File: src/rtl/pc_ctrl_if.sv
// Instruction-control bundle between decode/ALU and the next-PC stage.
// Master drives instruction and LUT-load fields; slave returns fetch address and status.
interface pc_ctrl_if #(
    parameter int PC_W      = 10,
    parameter int LUT_DEPTH = 16,
    parameter int CNT_W     = 16
) ();
    localparam int IDX_W = (LUT_DEPTH > 1) ? $clog2(LUT_DEPTH) : 1;

    logic             start;
    logic             stall_i;
    logic             halt_i;
    logic             branch_en;
    logic             branch_type;
    logic             equal_i;
    logic [IDX_W-1:0] target_idx;
    logic             lut_we;
    logic [IDX_W-1:0] lut_waddr;
    logic [PC_W-1:0]  lut_wdata;
    logic [PC_W-1:0]  pc_o;
    logic             valid_o;
    logic             taken_o;
    logic             done_o;
    logic [CNT_W-1:0] instr_cnt_o;

    modport master (
        output start, stall_i, halt_i, branch_en, branch_type, equal_i, target_idx,
        output lut_we, lut_waddr, lut_wdata,
        input  pc_o, valid_o, taken_o, done_o, instr_cnt_o
    );

    modport slave (
        input  start, stall_i, halt_i, branch_en, branch_type, equal_i, target_idx,
        input  lut_we, lut_waddr, lut_wdata,
        output pc_o, valid_o, taken_o, done_o, instr_cnt_o
    );
endinterface

File: src/rtl/pc_ctrl.sv
// Next-PC stage: sequencing, BNE/BEQ resolution via target LUT, HALT, retire counter.
// All outputs registered, one cycle after the decision; stall_i holds the PC with no retire.
module pc_ctrl #(
    parameter int              PC_W      = 10,
    parameter int              LUT_DEPTH = 16,
    parameter logic [PC_W-1:0] START_PC  = '0,
    parameter int              CNT_W     = 16
) (
    input  logic      clk,
    input  logic      rst_n,
    pc_ctrl_if.slave  bus
);
    localparam int IDX_W = (LUT_DEPTH > 1) ? $clog2(LUT_DEPTH) : 1;

    typedef enum logic [1:0] {
        IDLE  = 2'd0,
        RUN   = 2'd1,
        FLUSH = 2'd2,
        DONE  = 2'd3
    } state_t;

    state_t           r_state;
    logic [PC_W-1:0]  r_pc;
    logic             r_valid;
    logic             r_taken;
    logic             r_done;
    logic [CNT_W-1:0] r_cnt;
    logic [PC_W-1:0]  r_lut [LUT_DEPTH];

    logic             w_br_taken;
    logic [PC_W-1:0]  w_target;
    logic [CNT_W-1:0] w_cnt_inc;

    // BNE (type 0) takes on inequality, BEQ (type 1) on equality.
    assign w_br_taken = bus.branch_en && (bus.branch_type ? bus.equal_i : !bus.equal_i);
    assign w_target   = r_lut[bus.target_idx];
    assign w_cnt_inc  = (r_cnt == {CNT_W{1'b1}}) ? r_cnt : r_cnt + 1'b1;

    // Write lands at the edge, so a same-cycle branch still sees the old entry.
    always_ff @(posedge clk or negedge rst_n) begin
        if (!rst_n) begin
            for (int i = 0; i < LUT_DEPTH; i++) begin
                r_lut[i] <= '0;
            end
        end else if (bus.lut_we) begin
            r_lut[bus.lut_waddr] <= bus.lut_wdata;
        end
    end

    always_ff @(posedge clk or negedge rst_n) begin
        if (!rst_n) begin
            r_state <= IDLE;
            r_pc    <= '0;
            r_valid <= 1'b0;
            r_taken <= 1'b0;
            r_done  <= 1'b0;
            r_cnt   <= '0;
        end else begin
            r_taken <= 1'b0;
            case (r_state)
                IDLE: begin
                    if (bus.start) begin
                        r_state <= RUN;
                        r_pc    <= START_PC;
                        r_cnt   <= '0;
                        r_valid <= 1'b1;
                    end
                end
                RUN: begin
                    if (!bus.stall_i) begin
                        r_cnt <= w_cnt_inc;
                        if (bus.halt_i) begin
                            r_state <= DONE;
                            r_valid <= 1'b0;
                            r_done  <= 1'b1;
                        end else if (w_br_taken) begin
                            r_state <= FLUSH;
                            r_pc    <= w_target;
                            r_valid <= 1'b0;
                            r_taken <= 1'b1;
                        end else begin
                            r_pc <= r_pc + 1'b1;
                        end
                    end
                end
                FLUSH: begin
                    r_state <= RUN;
                    r_valid <= 1'b1;
                end
                DONE: begin
                    if (bus.start) begin
                        r_state <= RUN;
                        r_pc    <= START_PC;
                        r_cnt   <= '0;
                        r_valid <= 1'b1;
                        r_done  <= 1'b0;
                    end
                end
                default: begin
                    r_state <= IDLE;
                    r_valid <= 1'b0;
                    r_done  <= 1'b0;
                end
            endcase
        end
    end

    assign bus.pc_o        = r_pc;
    assign bus.valid_o     = r_valid;
    assign bus.taken_o     = r_taken;
    assign bus.done_o      = r_done;
    assign bus.instr_cnt_o = r_cnt;
endmodule
File: src/flat_wrapper.sv
// flat-port wrapper written by rule: the top's interface ports become plain ports
module pc_ctrl_flat 
#(
    parameter int              PC_W      = 10,
    parameter int              LUT_DEPTH = 16,
    parameter logic [PC_W-1:0] START_PC  = '0,
    parameter int              CNT_W     = 16
)
  (clk, rst_n, bus_start, bus_stall_i, bus_halt_i, bus_branch_en, bus_branch_type, bus_equal_i, bus_target_idx, bus_lut_we, bus_lut_waddr, bus_lut_wdata, bus_pc_o, bus_valid_o, bus_taken_o, bus_done_o, bus_instr_cnt_o);
  pc_ctrl_if #(.PC_W(PC_W), .LUT_DEPTH(LUT_DEPTH), .CNT_W(CNT_W)) bus_i ();
  input  logic clk;
  input  logic rst_n;
  input wire logic [$bits(bus_i.start)-1:0] bus_start;
  input wire logic [$bits(bus_i.stall_i)-1:0] bus_stall_i;
  input wire logic [$bits(bus_i.halt_i)-1:0] bus_halt_i;
  input wire logic [$bits(bus_i.branch_en)-1:0] bus_branch_en;
  input wire logic [$bits(bus_i.branch_type)-1:0] bus_branch_type;
  input wire logic [$bits(bus_i.equal_i)-1:0] bus_equal_i;
  input wire logic [$bits(bus_i.target_idx)-1:0] bus_target_idx;
  input wire logic [$bits(bus_i.lut_we)-1:0] bus_lut_we;
  input wire logic [$bits(bus_i.lut_waddr)-1:0] bus_lut_waddr;
  input wire logic [$bits(bus_i.lut_wdata)-1:0] bus_lut_wdata;
  output wire logic [$bits(bus_i.pc_o)-1:0] bus_pc_o;
  output wire logic [$bits(bus_i.valid_o)-1:0] bus_valid_o;
  output wire logic [$bits(bus_i.taken_o)-1:0] bus_taken_o;
  output wire logic [$bits(bus_i.done_o)-1:0] bus_done_o;
  output wire logic [$bits(bus_i.instr_cnt_o)-1:0] bus_instr_cnt_o;
  assign bus_i.start = bus_start;
  assign bus_i.stall_i = bus_stall_i;
  assign bus_i.halt_i = bus_halt_i;
  assign bus_i.branch_en = bus_branch_en;
  assign bus_i.branch_type = bus_branch_type;
  assign bus_i.equal_i = bus_equal_i;
  assign bus_i.target_idx = bus_target_idx;
  assign bus_i.lut_we = bus_lut_we;
  assign bus_i.lut_waddr = bus_lut_waddr;
  assign bus_i.lut_wdata = bus_lut_wdata;
  assign bus_pc_o = bus_i.pc_o;
  assign bus_valid_o = bus_i.valid_o;
  assign bus_taken_o = bus_i.taken_o;
  assign bus_done_o = bus_i.done_o;
  assign bus_instr_cnt_o = bus_i.instr_cnt_o;
  pc_ctrl #(.PC_W(PC_W), .LUT_DEPTH(LUT_DEPTH), .START_PC(START_PC), .CNT_W(CNT_W)) u_core (.clk(clk), .rst_n(rst_n), .bus(bus_i));
endmodule
File: config.mk
export PLATFORM = sky130hd
export DESIGN_NAME = pc_ctrl_flat
export DESIGN_NICKNAME = d
export VERILOG_FILES = /design/src/rtl/pc_ctrl_if.sv /design/src/rtl/pc_ctrl.sv /design/src/flat_wrapper.sv
export SDC_FILE = /design/constraint.sdc
export NUM_CORES = 1
export LEC_CHECK = 0
export ABC_AREA = 1
export CAP_MARGIN = 5
export CORE_MARGIN = 3
export CORE_UTILIZATION = 42
export DETAILED_ROUTE_END_ITERATION = 10
export PLACE_DENSITY = 0.65
export REMOVE_ABC_BUFFERS = 1
export SLEW_MARGIN = 20
export SYNTH_ARGS = -nofsm -noshare
export SYNTH_HDL_FRONTEND = slang
export SYNTH_SLANG_ARGS = --single-unit
File: constraint.sdc
create_clock -name clk -period 5 [get_ports clk]
set_input_delay 1.25 -clock clk [delete_from_list [all_inputs] [get_ports clk]]
set_output_delay 1.25 -clock clk [all_outputs]
set_load 0.005 [all_outputs]
==> flow_summary.yaml, run 1 <==
run_status:
  outcome: "completed"
cells_and_area:
  final_area_um2: 10600
  drive_gt1_share_pct: 5.195
  fin_nets: 1250
  fill_cells: 2059
  diodes: 0
  fin_cells: 1507
  syn_to_final_growth_pct: 13.35
clocking:
  cts_hold_buf: 0
  post_cts_buffers: 0
  cts_tree: "yes"
  clk_path_buf_depth: 2
  cts_made_buffers: 17
  cts.clk_slew.worst_paths_ps: 70
  clk_latency_ps: 440
  ctsResizeCount: 0
  htreeDepth: 4
  cts_root_buf: "clkbuf_16"
  cts_num_sinks: 191
critical_path:
  slowest_stage: "clkdlybuf4s50_1"
  start_kind: "primary input"
  startpoint: "bus_target_idx[2]"
  r2r_setup_slack_ps: 2430
  cp_cell_sequence: "clkdlybuf4s50_1 > inv_1 > nand3_1 > nand2_1 > nand2_1 > nand3_1 > nand2_1 > nand2_1 > nand2_1"
  ff2ff_path_depth: 9
  critical_path_required_ps: 5330
  cp.arrival_ps: 3390
  cp_slowest_stage_delay_ps: 800
  reg2reg_to: "u_core.bus.instr_cnt_o[8]"
  worstPathMaxFanout: 20
  reg2reg_from: "u_core.r_state[1]"
  crit_path_end_kind: "flip-flop"
  critPathKind: "in -> reg"
  cp_common_cell: "nand2_1"
place:
  hpwl_mm: 15.62
  finalWeightedCongestion: 0.8190
  io_buffers: 55
  dp_cells: 1474
  dpl_cell_area_um2: 10000
synth:
  synth-seq-area-share_pct: 51.09
  ys_ff_latch: 191
  synth.distinct_cells: 29
  synth_cells: 1210
  synthFlopType: "dfrtp_1"
  async_reset_ff_share_pct: 100.0
  synth_edf_count: 0
  synthesis.area_um2: 9355
  synth_common_cells: "338 x nand2_1, 216 x o21ai_0, 191 x dfrtp_1"
  synth_top_cell_by_area: "dfrtp_1"
  yosysWarnings: 0
  synth_area_per_cell_um2: 7.732
  yosysTopAreaCellShare_pct: 51.09
  yosysMostFrequentCell: "nand2_1"
  yosys-top-cells-area: "dfrtp_1 51%, nand2_1 14%, o21ai_0 12%"
worst_hold_path:
  worstHoldStart: "u_core.r_lut[74]"
  holdPathStages: 2
  hold_end: "u_core.r_lut[74]"
  hp-class: "reg -> reg"
global_routing:
  grtUsageMet1_pct: 30.99
  grt.overflow.total: 0
  track_usage_pct: 20.97
  antenna_found_initial: 0
  gr-usage-met3_pct: 3.811
  grt_start_max_net_pins: 126
  grt_pass1_vias: 7462
  use_met2_pct: 32.33
  top_usage_layer: "met2"
  grt_first_pass_wirelength_mm: 40.45
die:
  die_w_um: 155.2
  fp.coreArea_um2: 21420
  design.die.area_um2: 24100
  ioPinCount: 56
  num_rows: 53
  die_h_um: 155.2
  start_util_pct: 43.68
timing:
  fin_crit_ps: 3059
  rsz0062_at_grt: "false"
  final_max_slew_viol_count: 0
  relSlewSlack_pct: 35.54
  tns_ps: 0
  fmax_mhz: 326.9
  fin_crit_sh_pct: 61.18
  finClkSkew_ps: 13.73
  setup_viol: 0
  worst_slew_pin_slew_ps: 964.5
  hold_viol_final: 0
power:
  power_density_nw_per_um2: 425.6
  vdd_ir_drop_max_v: 0.0002131
  power_mw: 4.514
  p_leak_nw: 4.964
flow_run:
  maxCapViolCount: 0
route:
  wl_mm: 24.15
  postRouteAntennaNets: 0
  vias: 7933
  dr.pass1.iters: 5
  route.detailed.drc: 0
  avgViaCountPerCell: 5.264
  drt_iter0_drc: 587
  wire_per_inst_um: 16.02
[registers in the layout, summed over array words and instances (netlist names)]
signal and flops:
u_core.r_state 2, u_core.bus.taken_o 1, u_core.bus.valid_o 1, u_core.bus.done_o 1, u_core.bus.pc_o 10, u_core.bus.instr_cnt_o 16
u_core.r_lut 160
[placed cells by master, fill, tap and decap left out, types with 4 or more instances in the layout]
| cell | instances |
|---|---|
| inv_2 | 4 |
| nand4_1 | 8 |
| nand2_1 | 338 |
| buf_4 | 13 |
| clkdlybuf4s50_1 | 52 |
| o21ai_0 | 216 |
| a21oi_1 | 32 |
| inv_6 | 5 |
| nor2_1 | 65 |
| ha_1 | 4 |
| o31ai_1 | 4 |
| inv_1 | 114 |
| nand3_1 | 101 |
| xnor2_1 | 6 |
| nor3_1 | 7 |
| xor2_1 | 4 |
| o21ai_1 | 5 |
| a31o_2 | 4 |
| o211ai_1 | 16 |
| clkbuf_16 | 17 |
| dfrtp_1 | 191 |
[report_power, final]
group / switching, mW / internal [mW] / leakage [nW]
registers: 0.200 / 1.88 / 2.41
clock network: 0.655 / 0.706 / 0.285
logic: 0.681 / 0.395 / 2.27
[per-stage QoR]
step / utilization [%] / hold WS (ps) / setup slack, ps
final: 49.51 / 482.1 / 1941
after detailed placement: 46.69 / 467.9 / 1579
after global placement: 46.67 / 459.6 / 1639
after CTS: 49.38 / 486.1 / 2008
after floorplan: - / 447.8 / 2545
after global routing: 49.51 / 507.0 / 1797
[layout make-up]
cell class	instances	area, µm²	area share [%]
flip-flops and latches	191	4780	45.07
multi-input cells	820	3784	35.68
repair buffers	69	669.4	6.313
inverters	120	450.4	4.248
clock buffers	17	425.4	4.012
well taps	275	344.1	3.245
clock inverters	15	151.4	1.428
[cells by family (layout without fill, tap and decap cells)]
kind of cell	count (synthesis)	after routing	synth area share (%)
mux	1	1	0.1070
xor+xnor	10	10	0.9362
fa+ha+maj	4	4	0.5350
simple gates	523	523	22.88
buf+inv	199	221	8.493
compound gates	282	282	15.96
flops	191	191	51.09
[how the worst max path moves through the flow]
stage / endpoint / slack (ps) / cells after the start
floorplan: u_core.bus.pc_o[8] / 2540 / 10
global placement: u_core.bus.pc_o[6] / 1640 / 9
detailed placement: u_core.bus.pc_o[7] / 1580 / 9
CTS: u_core.bus.pc_o[6] / 2010 / 9
global route: u_core.bus.pc_o[6] / 1800 / 9
finish: u_core.bus.pc_o[6] / 1940 / 9
[metal layers]
metal | vias to the layer above | part of all wire [%]
li1 | 3925 | -
met1 | 3807 | 49
met2 | 186 | 46
met3 | 15 | 4.7
met4 | 0 | 1.1
met5 | - | 0
[critical path, delay by kind of cell]
| kind | cells | cell delay [ps] |
|---|---|---|
| AND/OR/NAND/NOR | 7 | 570 |
| buffers and inverters | 2 | 1540 |
Power figures use the tool's default switching activity.
==> run 2: changes to the inputs <==
==> constraint.sdc (replaced) <==
create_clock -name clk -period 3 [get_ports clk]
set_input_delay 0.75 -clock clk [delete_from_list [all_inputs] [get_ports clk]]
set_output_delay 0.75 -clock clk [all_outputs]
set_load 0.005 [all_outputs]
==> run 2 against run 1 <==
  * Critical path depth is 4 lower
  * Largest power group unchanged
  * Sequential cell count stayed put
  * Worst hold slack worse by 180 ps
  * Die area stayed put
  * First-iteration DRC count is 2.7% lower
==> flow_summary.yaml, run 2 (synthesized netlist as in run 1, its figures left out) <==
run_status:
  outcome: "completed"
global_routing:
  grt.overflow.total: 0
  track_usage_pct: 20.80
  antenna_found_initial: 0
  grt_pass1_vias: 7670
  grt_start_max_net_pins: 91
  grt_first_pass_wirelength_mm: 40.43
critical_path:
  crit_family: "simple AND/OR/NAND/NOR gates"
  critPathBufInv: 2
  crit_path_end_kind: "flip-flop"
  cp_cell_sequence: "clkdlybuf4s50_1 > inv_1 > nor3_1 > nand2_1 > o21ai_0"
  critPathKind: "in -> reg"
  start_kind: "primary input"
  slowest_stage: "clkdlybuf4s50_1"
  cp.arrival_ps: 2620
  cp_slowest_stage_delay_ps: 620
  critical_path_required_ps: 3340
  worstPathMaxFanout: 20
  r2r_setup_slack_ps: 940
timing:
  fmax_mhz: 439.5
  finClkSkew_ps: 6.785
  rsz0062_at_grt: "false"
  setup_viol: 0
  hold_viol_final: 0
  relSlewSlack_pct: 57.02
  holdWs_ps: 299.5
  setup_slack_ps: 724.8
  final_max_slew_viol_count: 0
  worst_slew_pin_slew_ps: 643.1
  fin_crit_sh_pct: 75.84
  tns_ps: 0
  fin_crit_ps: 2275
die:
  start_util_pct: 43.68
  num_rows: 53
  die_w_um: 155.2
  fp.coreArea_um2: 21420
  die_h_um: 155.2
  design.die.area_um2: 24100
  ioPinCount: 56
clocking:
  clk_latency_ps: 440
  cts_num_sinks: 191
  clk_path_buf_depth: 2
  htreeDepth: 4
  cts_made_buffers: 17
  cts_hold_buf: 0
  post_cts_buffers: 0
  cts_tree: "yes"
  cts.clk_slew.worst_paths_ps: 70
  ctsResizeCount: 0
  cts_root_buf: "clkbuf_16"
cells_and_area:
  fin_nets: 1261
  layout_commonest_cell: "nand2_1"
  drive_gt1_share_pct: 5.873
  largest_register_ffs: 160
  fill_cells: 2060
  syn_to_final_growth_pct: 14.91
  diodes: 0
  register_area_um2: 4780
  largest_register: "u_core.r_lut"
  layout_common_cells: "338 x nand2_1, 216 x o21ai_0, 191 x dfrtp_1, 114 x inv_1, 101 x nand3_1"
  multiInputGateArea_um2: 3781
  final_area_um2: 10750
route:
  wire_per_inst_um: 16.11
  route.detailed.drc: 0
  vias: 8064
  avgViaCountPerCell: 5.312
  wl_mm: 24.45
  dr.pass1.iters: 5
  drt_iter0_drc: 571
  postRouteAntennaNets: 0
flow_run:
  maxCapViolCount: 0
power:
  vdd_ir_drop_max_v: 0.0002662
  power_density_nw_per_um2: 706.0
  p_leak_nw: 5.023
place:
  io_buffers: 55
  dp_slack_ps: 331.7
  finalWeightedCongestion: 0.8422
  hpwl_mm: 15.75
  dpl_cell_area_um2: 10160
worst_hold_path:
  hp-class: "in -> async"
[run 2: changes by cell type in the layout (fill, tap and decap cells not counted), sizes merged]
cell	previous run	this run
clkinvlp	1	4
clkinv	7	6
inv	126	122
clkbuf	18	19
buf	16	27
bufinv	1	2
[run 2: path summary, 6_finish.rpt]
path,startpoint,to,cells past startpoint
max in group asynchronous,rst_n,u_core.r_lut[9],2
max,bus_lut_we,u_core.r_lut[3],5
min,rst_n,u_core.bus.done_o,1
min reg2reg,u_core.r_lut[144],u_core.r_lut[144],2
min in group clk,u_core.r_lut[144],u_core.r_lut[144],2
max reg2reg,u_core.bus.instr_cnt_o[0],u_core.bus.instr_cnt_o[2],9
[run 2: layer usage]
metal	share of wire, %	vias to the layer above	global-route usage [%]	routed length (µm)
li1	-	3948	-	-
met3	5.3	34	3.727	1299
met1	47	3875	29.91	11520
met5	0	-	0	0
met2	46	207	31.95	11140
met4	2.0	0	7.003	497
[run 2: worst reg2reg max path, stage by stage (launching register included)]
cell and delay (ps):
dfrtp_1 460, ha_1 270, nand2_1 150, nor3_4 270, nand4_1 120, nand2_1 140
buf_4 310, inv_2 100, nand2_1 70, a21oi_1 70
[run 2: through the flow]
stage	util, %	cells	total power, mW
after global placement	47.44	1486	5.294
after detailed placement	47.44	1486	5.344
after floorplan	-	1131	4.559
final	50.19	1518	7.589
after CTS	50.19	1518	7.639
after global routing	50.19	1518	8.074
[run 2: layout make-up]
type,instances,area share (%)
clock buffers,18,3.992
clock inverters,14,1.478
inverters,120,4.190
multi-input cells,820,35.17
flip-flops and latches,191,44.46
well taps,275,3.201
repair buffers,80,7.507
[run 2: report_power, final]
| group | switching [mW] | leakage (nW) | internal (mW) |
|---|---|---|---|
| clock | 1.04 | 0.275 | 1.24 |
| sequential | 0.318 | 2.41 | 3.13 |
| combinational | 1.15 | 2.33 | 0.702 |
